`src/rtl/regfile_seq_ctrl.sv`:
```
// regfile_seq_ctrl
// ----------------
// Moore controller that sequences an 8x16 register file and a shared ALU
// datapath for one instruction at a time. A 16-bit instruction is latched
// into IR when the level start input s is seen in WAIT. The controller then
// steps through decode, operand read, ALU and write-back states.
//
// Configuration macro: ILLEGAL_TRAP_EN
//   Defined   : an undecoded instruction parks the controller in TRAP
//               (illegal = 1, w = 0) until reset.
//   Undefined : an undecoded instruction returns silently to WAIT and
//               illegal is tied to 0.
//
// Ports
//   clk       in   rising-edge clock
//   reset     in   asynchronous, active-high reset
//   s         in   start, sampled only in WAIT
//   instr     in   instruction, captured into IR when start is accepted
//   w         out  1 while waiting for a new instruction
//   readnum   out  regfile read index
//   writenum  out  regfile write index
//   write     out  regfile write enable
//   loada/loadb/loadc/loads  out  datapath register loads (A, B, C, status)
//   asel      out  1 forces ALU A input to zero
//   bsel      out  1 selects sximm5 as ALU B input
//   vsel      out  regfile write source: 0 = C, 1 = sximm8
//   shift     out  shifter control
//   aluop     out  00 add, 01 sub, 10 and, 11 not-B
//   sximm8    out  IR[7:0] sign-extended
//   sximm5    out  IR[4:0] sign-extended
//   illegal   out  sticky undecoded-instruction flag (trap build only)
//
// The control outputs are registered: each edge loads the decode of the
// state being entered, so they follow the current state and IR exactly as
// a Moore decode would, but come straight from flops.

module regfile_seq_ctrl #(
  parameter int DW = 16,
  parameter int RW = 3
) (
  input  logic          clk,
  input  logic          reset,
  input  logic          s,
  input  logic [DW-1:0] instr,
  output logic          w,
  output logic [RW-1:0] readnum,
  output logic [RW-1:0] writenum,
  output logic          write,
  output logic          loada,
  output logic          loadb,
  output logic          loadc,
  output logic          loads,
  output logic          asel,
  output logic          bsel,
  output logic          vsel,
  output logic [1:0]    shift,
  output logic [1:0]    aluop,
  output logic [DW-1:0] sximm8,
  output logic [DW-1:0] sximm5,
  output logic          illegal
);

`ifdef ILLEGAL_TRAP_EN
  typedef enum logic [3:0] {
    S_WAIT   = 4'd0,
    S_DECODE = 4'd1,
    S_GET_A  = 4'd2,
    S_GET_B  = 4'd3,
    S_ALU    = 4'd4,
    S_CMP    = 4'd5,
    S_WR_REG = 4'd6,
    S_WR_IMM = 4'd7,
    S_TRAP   = 4'd8
  } state_t;
`else
  typedef enum logic [3:0] {
    S_WAIT   = 4'd0,
    S_DECODE = 4'd1,
    S_GET_A  = 4'd2,
    S_GET_B  = 4'd3,
    S_ALU    = 4'd4,
    S_CMP    = 4'd5,
    S_WR_REG = 4'd6,
    S_WR_IMM = 4'd7
  } state_t;
`endif

  // {opcode, op} encodings recognised by DECODE
  localparam logic [4:0] OP_MOV_IMM = 5'b110_10;
  localparam logic [4:0] OP_MOV_REG = 5'b110_00;
  localparam logic [4:0] OP_ADD     = 5'b101_00;
  localparam logic [4:0] OP_CMP     = 5'b101_01;
  localparam logic [4:0] OP_AND     = 5'b101_10;
  localparam logic [4:0] OP_MVN     = 5'b101_11;

  typedef struct packed {
    logic          w;
    logic [RW-1:0] readnum;
    logic [RW-1:0] writenum;
    logic          write;
    logic          loada;
    logic          loadb;
    logic          loadc;
    logic          loads;
    logic          asel;
    logic          bsel;
    logic          vsel;
    logic [1:0]    shift;
    logic [1:0]    aluop;
    logic          illegal;
  } ctrl_t;

  state_t        state;
  state_t        state_nx;
  logic [DW-1:0] ir;
  logic [DW-1:0] ir_nx;
  ctrl_t         ctrl_r;
  logic [4:0]    opc_op;

  // Control word for a given state, with register fields taken from ir.
  function automatic ctrl_t ctrl_of(input state_t st, input logic [DW-1:0] ir_v);
    ctrl_t       c;
    logic [4:0]  code;
    code = {ir_v[15:13], ir_v[12:11]};
    c = '0;
    case (st)
      S_WAIT: begin
        c.w = 1'b1;
      end
      S_GET_A: begin
        c.readnum = ir_v[10:8];
        c.loada   = 1'b1;
      end
      S_GET_B: begin
        c.readnum = ir_v[2:0];
        c.loadb   = 1'b1;
        c.shift   = ir_v[4:3];
      end
      S_ALU: begin
        c.loadc = 1'b1;
        c.shift = ir_v[4:3];
        // MOV-reg and MVN pass only the B operand through the ALU
        c.asel  = (code == OP_MOV_REG) || (code == OP_MVN);
        case (code)
          OP_AND:  c.aluop = 2'b10;
          OP_MVN:  c.aluop = 2'b11;
          default: c.aluop = 2'b00;
        endcase
      end
      S_CMP: begin
        c.loads = 1'b1;
        c.aluop = 2'b01;
      end
      S_WR_REG: begin
        c.write    = 1'b1;
        c.writenum = ir_v[7:5];
      end
      S_WR_IMM: begin
        c.write    = 1'b1;
        c.writenum = ir_v[10:8];
        c.vsel     = 1'b1;
      end
`ifdef ILLEGAL_TRAP_EN
      S_TRAP: begin
        c.illegal = 1'b1;
      end
`endif
      default: begin
        c = '0;
      end
    endcase
    return c;
  endfunction

  assign opc_op = {ir[15:13], ir[12:11]};

  // Next-state and next-IR selection.
  always_comb begin
    state_nx = state;
    ir_nx    = ir;
    case (state)
      S_WAIT: begin
        if (s) begin
          ir_nx    = instr;
          state_nx = S_DECODE;
        end else begin
          state_nx = S_WAIT;
        end
      end
      S_DECODE: begin
        case (opc_op)
          OP_MOV_IMM: state_nx = S_WR_IMM;
          OP_MOV_REG: state_nx = S_GET_B;
          OP_ADD:     state_nx = S_GET_A;
          OP_CMP:     state_nx = S_GET_A;
          OP_AND:     state_nx = S_GET_A;
          OP_MVN:     state_nx = S_GET_B;
`ifdef ILLEGAL_TRAP_EN
          default:    state_nx = S_TRAP;
`else
          default:    state_nx = S_WAIT;
`endif
        endcase
      end
      S_GET_A: begin
        state_nx = S_GET_B;
      end
      S_GET_B: begin
        if (opc_op == OP_CMP) begin
          state_nx = S_CMP;
        end else begin
          state_nx = S_ALU;
        end
      end
      S_ALU: begin
        state_nx = S_WR_REG;
      end
      S_CMP: begin
        state_nx = S_WAIT;
      end
      S_WR_REG: begin
        state_nx = S_WAIT;
      end
      S_WR_IMM: begin
        state_nx = S_WAIT;
      end
`ifdef ILLEGAL_TRAP_EN
      S_TRAP: begin
        state_nx = S_TRAP;
      end
`endif
      default: begin
        state_nx = S_WAIT;
      end
    endcase
  end

  // State, IR and registered control word; reset abandons any instruction.
  always_ff @(posedge clk or posedge reset) begin
    if (reset) begin
      state  <= S_WAIT;
      ir     <= '0;
      ctrl_r <= ctrl_of(S_WAIT, '0);
    end else begin
      state  <= state_nx;
      ir     <= ir_nx;
      ctrl_r <= ctrl_of(state_nx, ir_nx);
    end
  end

  assign w        = ctrl_r.w;
  assign readnum  = ctrl_r.readnum;
  assign writenum = ctrl_r.writenum;
  assign write    = ctrl_r.write;
  assign loada    = ctrl_r.loada;
  assign loadb    = ctrl_r.loadb;
  assign loadc    = ctrl_r.loadc;
  assign loads    = ctrl_r.loads;
  assign asel     = ctrl_r.asel;
  assign bsel     = ctrl_r.bsel;
  assign vsel     = ctrl_r.vsel;
  assign shift    = ctrl_r.shift;
  assign aluop    = ctrl_r.aluop;
  assign illegal  = ctrl_r.illegal;

  assign sximm8 = {{(DW-8){ir[7]}}, ir[7:0]};
  assign sximm5 = {{(DW-5){ir[4]}}, ir[4:0]};

endmodule
```
`config.mk`:
```
export PLATFORM = sky130hd
export DESIGN_NAME = regfile_seq_ctrl
export DESIGN_NICKNAME = d
export VERILOG_FILES = /design/src/rtl/regfile_seq_ctrl.sv
export SDC_FILE = /design/constraint.sdc
export NUM_CORES = 1
export LEC_CHECK = 0
export CAP_MARGIN = 20
export CORE_ASPECT_RATIO = 1.25
export CORE_MARGIN = 1.5
export CORE_UTILIZATION = 47
export DETAILED_ROUTE_END_ITERATION = 16
export GPL_ROUTABILITY_DRIVEN = 0
export GPL_TIMING_DRIVEN = 0
export PLACE_DENSITY_LB_ADDON = 0.12
export SYNTH_ARGS = -nofsm -noshare
export SYNTH_HDL_FRONTEND = slang
export SYNTH_SLANG_ARGS = --single-unit
export TNS_END_PERCENT = 30
```
`constraint.sdc`:
```
create_clock -name clk -period 3.3 [get_ports clk]
set_clock_uncertainty 0.15 [all_clocks]
set_input_delay 0.495 -clock clk [delete_from_list [all_inputs] [get_ports clk]]
set_output_delay 0.495 -clock clk [all_outputs]
set_load 0.1 [all_outputs]
```
==> results of run 1 <==
## layout make-up
type / instances / area (sq um) / share of cell area
buffer: 38 / 280 / 0.103
timing repair buffer: 69 / 708 / 0.261
clock buffer: 5 / 68.8 / 0.0253
clock inverter: 3 / 68.8 / 0.0253
multi-input combinational: 80 / 583 / 0.215
sequential: 37 / 927 / 0.341
tap: 40 / 50.0 / 0.0184
inverter: 8 / 30.0 / 0.0111
## cells by family after synthesis
group           after synthesis  share of synthesized area
buf+inv                      46                      0.171
simple gates                 42                      0.137
flops                        37                      0.510
mux                          19                      0.113
compound gates               16                     0.0620
xor+xnor                      1                    0.00482
other cells                   1                    0.00206
## metal layers
layer / up-vias / track usage / wire length, um
met3: 5 / 0.0374 / 208
met5: - / 0 / 0
li1: 654 / - / -
met2: 46 / 0.321 / 1910
met1: 629 / 0.206 / 1430
met4: 0 / 0.0833 / 53
## state kept, by name, summed over array words and instances, names as in the netlist, 2 cells and up
| register | flops |
|---|---|
| readnum | 3 |
| aluop | 2 |
| state | 3 |
| ir | 16 |
| writenum | 3 |
| shift | 2 |
## per-stage QoR
step            util  std cells  cell area [sq um]
6_report       0.724        280               2720
5_1_grt        0.724        280               2720
4_1_cts        0.724        280               2720
3_5_place_dp   0.687        272               2580
3_3_place_gp   0.680        271               2550
2_1_floorplan      -        163               1820
## how the worst max path moves through the flow
stage                            end  cells past startpoint
after CTS                 sximm5[14]                      2
final                     sximm5[14]                      2
after detailed placement  sximm5[14]                      2
after global placement     sximm5[6]                      2
after global routing      sximm5[14]                      2
after floorplan           readnum[0]                      6
## tightest hold or removal path: cells and delay by family, from the launching register on
family | cells | cell delay (ns)
mux | 1 | 0.09
buf+inv | 1 | 0.08
flops | 1 | 0.32
## cell usage after synthesis (all sizes together)
cell type / count / area share
mux2: 12 / 0.074
nand3b: 2 / 0.0083
o21ai: 8 / 0.022
and4b: 1 / 0.0055
nand2b: 1 / 0.0034
nor2: 12 / 0.025
nor4b: 1 / 0.013
o21a: 2 / 0.0083
o31a: 1 / 0.0048
nor4: 1 / 0.0069
o41ai: 1 / 0.0048
a31oi: 1 / 0.0034
a211oi: 2 / 0.015
nor2b: 2 / 0.0069
nand4: 2 / 0.0069
inv: 8 / 0.017
nor3: 2 / 0.0083
and2b: 1 / 0.0048
buf: 38 / 0.15
xnor2: 1 / 0.0048
nand2: 8 / 0.017
or2: 1 / 0.0034
and3: 1 / 0.0034
nor3b: 1 / 0.0041
o22ai: 1 / 0.0034
conb: 1 / 0.0021
nand3: 1 / 0.0028
dfstp: 1 / 0.014
and2: 4 / 0.014
mux2i: 7 / 0.039
or2b: 1 / 0.0041
dfrtp: 36 / 0.50
==> results by group, run 1 <==
STA
  – Unrepaired setup endpoints after global routing: no
  – Least-Margin Pin Slew: 0.985 ns
  – Tcrit/Tclk final: 0.854
  – Worst rel slew slack: 0.341
  – Setup TNS: 0 ns
  – Pins Over Slew Limit: 0
  – Final WS setup: 0.481 ns
  – Tmin final: 2.82 ns
  – Final Setup Violations: 0
  – Max frequency: 355 MHz
  – Hold_ws: 0.380 ns
  – Final hold viol count: 0

Floorplan
  – Initial cell density of the core: 0.484
  – DIE HEIGHT: 72.5 um
  – Ports: 71
  – Std cell rows: 25
  – Die ar.: 4250 sq um
  – Core Box Area: between 3000 and 4000 sq um
  – Die Wd: 58.6 um

Logic synthesis
  – Syn Inst Count: 162
  – Synthesized area: between 1500 and 2000 sq um
  – Ys Warns: 0
  – Seq/Total Area, Yosys: 0.510
  – Synth Register Bits: 37
  – Post-synthesis area per instance: between 10 and 15 sq um
  – Library cells used by synthesis: 37

Drt
  – DRT Pass-1 Iters: 4
  – Initial DRC count: 25
  – Via count: 1334
  – Via/cell ratio: 4.76
  – Final antenna-violating net count: 0
  – DRC viols: 0
  – Total Wirelength: 3.60 mm
  – DR WL/cell: between 10 and 15 um

Placed design
  – Pre-CTS WS: 0.770 ns
  – IO buf count: a little under 70
  – Hpwl dp: 2.75 mm

Clocking
  – Buffer type at the clock tree root: clkbuf_8
  – Worst-Skew Late Latency: 0.29 ns
  – Post-CTS resize count: 0
  – H-Tree Depth: 2
  – CTS tree: done
  – Cts bufs inserted: 5
  – CTS Hold Bufs: 0
  – Clock Tree Buf Depth: 2
  – Clk slew on worst S/H paths: 0.08 ns
  – # Post-CTS Setup Buffers: 0
  – CTS Sinks: 37

Finish
  – P&R area growth vs syn: 49.5%
  – Commonest cells after routing, fill and taps aside: clkdlybuf4s50_1 (68), buf_4 (36), dfrtp_1 (36)
  – Share of cells above drive strength 1: 0.279
  – Fill cells: 302
  – Commonest non-fill, non-tap cell in the layout: clkdlybuf4s50_1
  – Layout net count: 258
  – Antenna cell count: 0

GRT
  – Number of global-route vias before repair: 1280
  – Initial antenna violation count: 0
  – GR Overflow Total: 0
  – Tot GR Track Use: 0.181
  – Global-route wire length before repair: slightly below 6 mm
  – Largest net degree at the start of global routing: 27

Min path
  – WHS Endpoint: ir[9]
  – Worst min-delay path class: reg2reg
  – Worst hold stages: 2
  – Hold Crit Start: ir[9]

Critical path
  – Critical-path maximum fanout: 14
  – WP buf/inv: 2
  – R2R cell count: 7
  – Reg-to-reg setup timing slack: 1.29 ns
  – Setup CP Type: reg2out
  – Slowest stage delay, CP: 1.13 ns
  – FF-to-FF End: readnum[0]
  – CP top delay family: buffers and inverters
  – Crit-path cells: buf_4 > clkdlybuf4s50_1
  – Critical path startpoint category: register
  – RR Startpoint: state[1]
  – Worst EP required: 2.65 ns
  – Crit. End Element: output port
  – CP Launch Point: ir[4]
  – Worst EP arrival: between 2 and 2.5 ns
  – Slowest stage cell, crit path: clkdlybuf4s50_1

Status
  – Status: finished clean

Job
  – Max-Cap Viols: 0
Power of run 1 is not shown: default switching activity piles up to over one toggle a cycle in this logic, so the estimate is an artifact.
==> inputs of run 2 (changes only) <==
CTS_CLUSTER_DIAMETER = 80   (was default)
==> results of run 2 <==
Final layout, timing and power as in run 1 (identical DEF).
Power of run 2 is left out for the same reason.
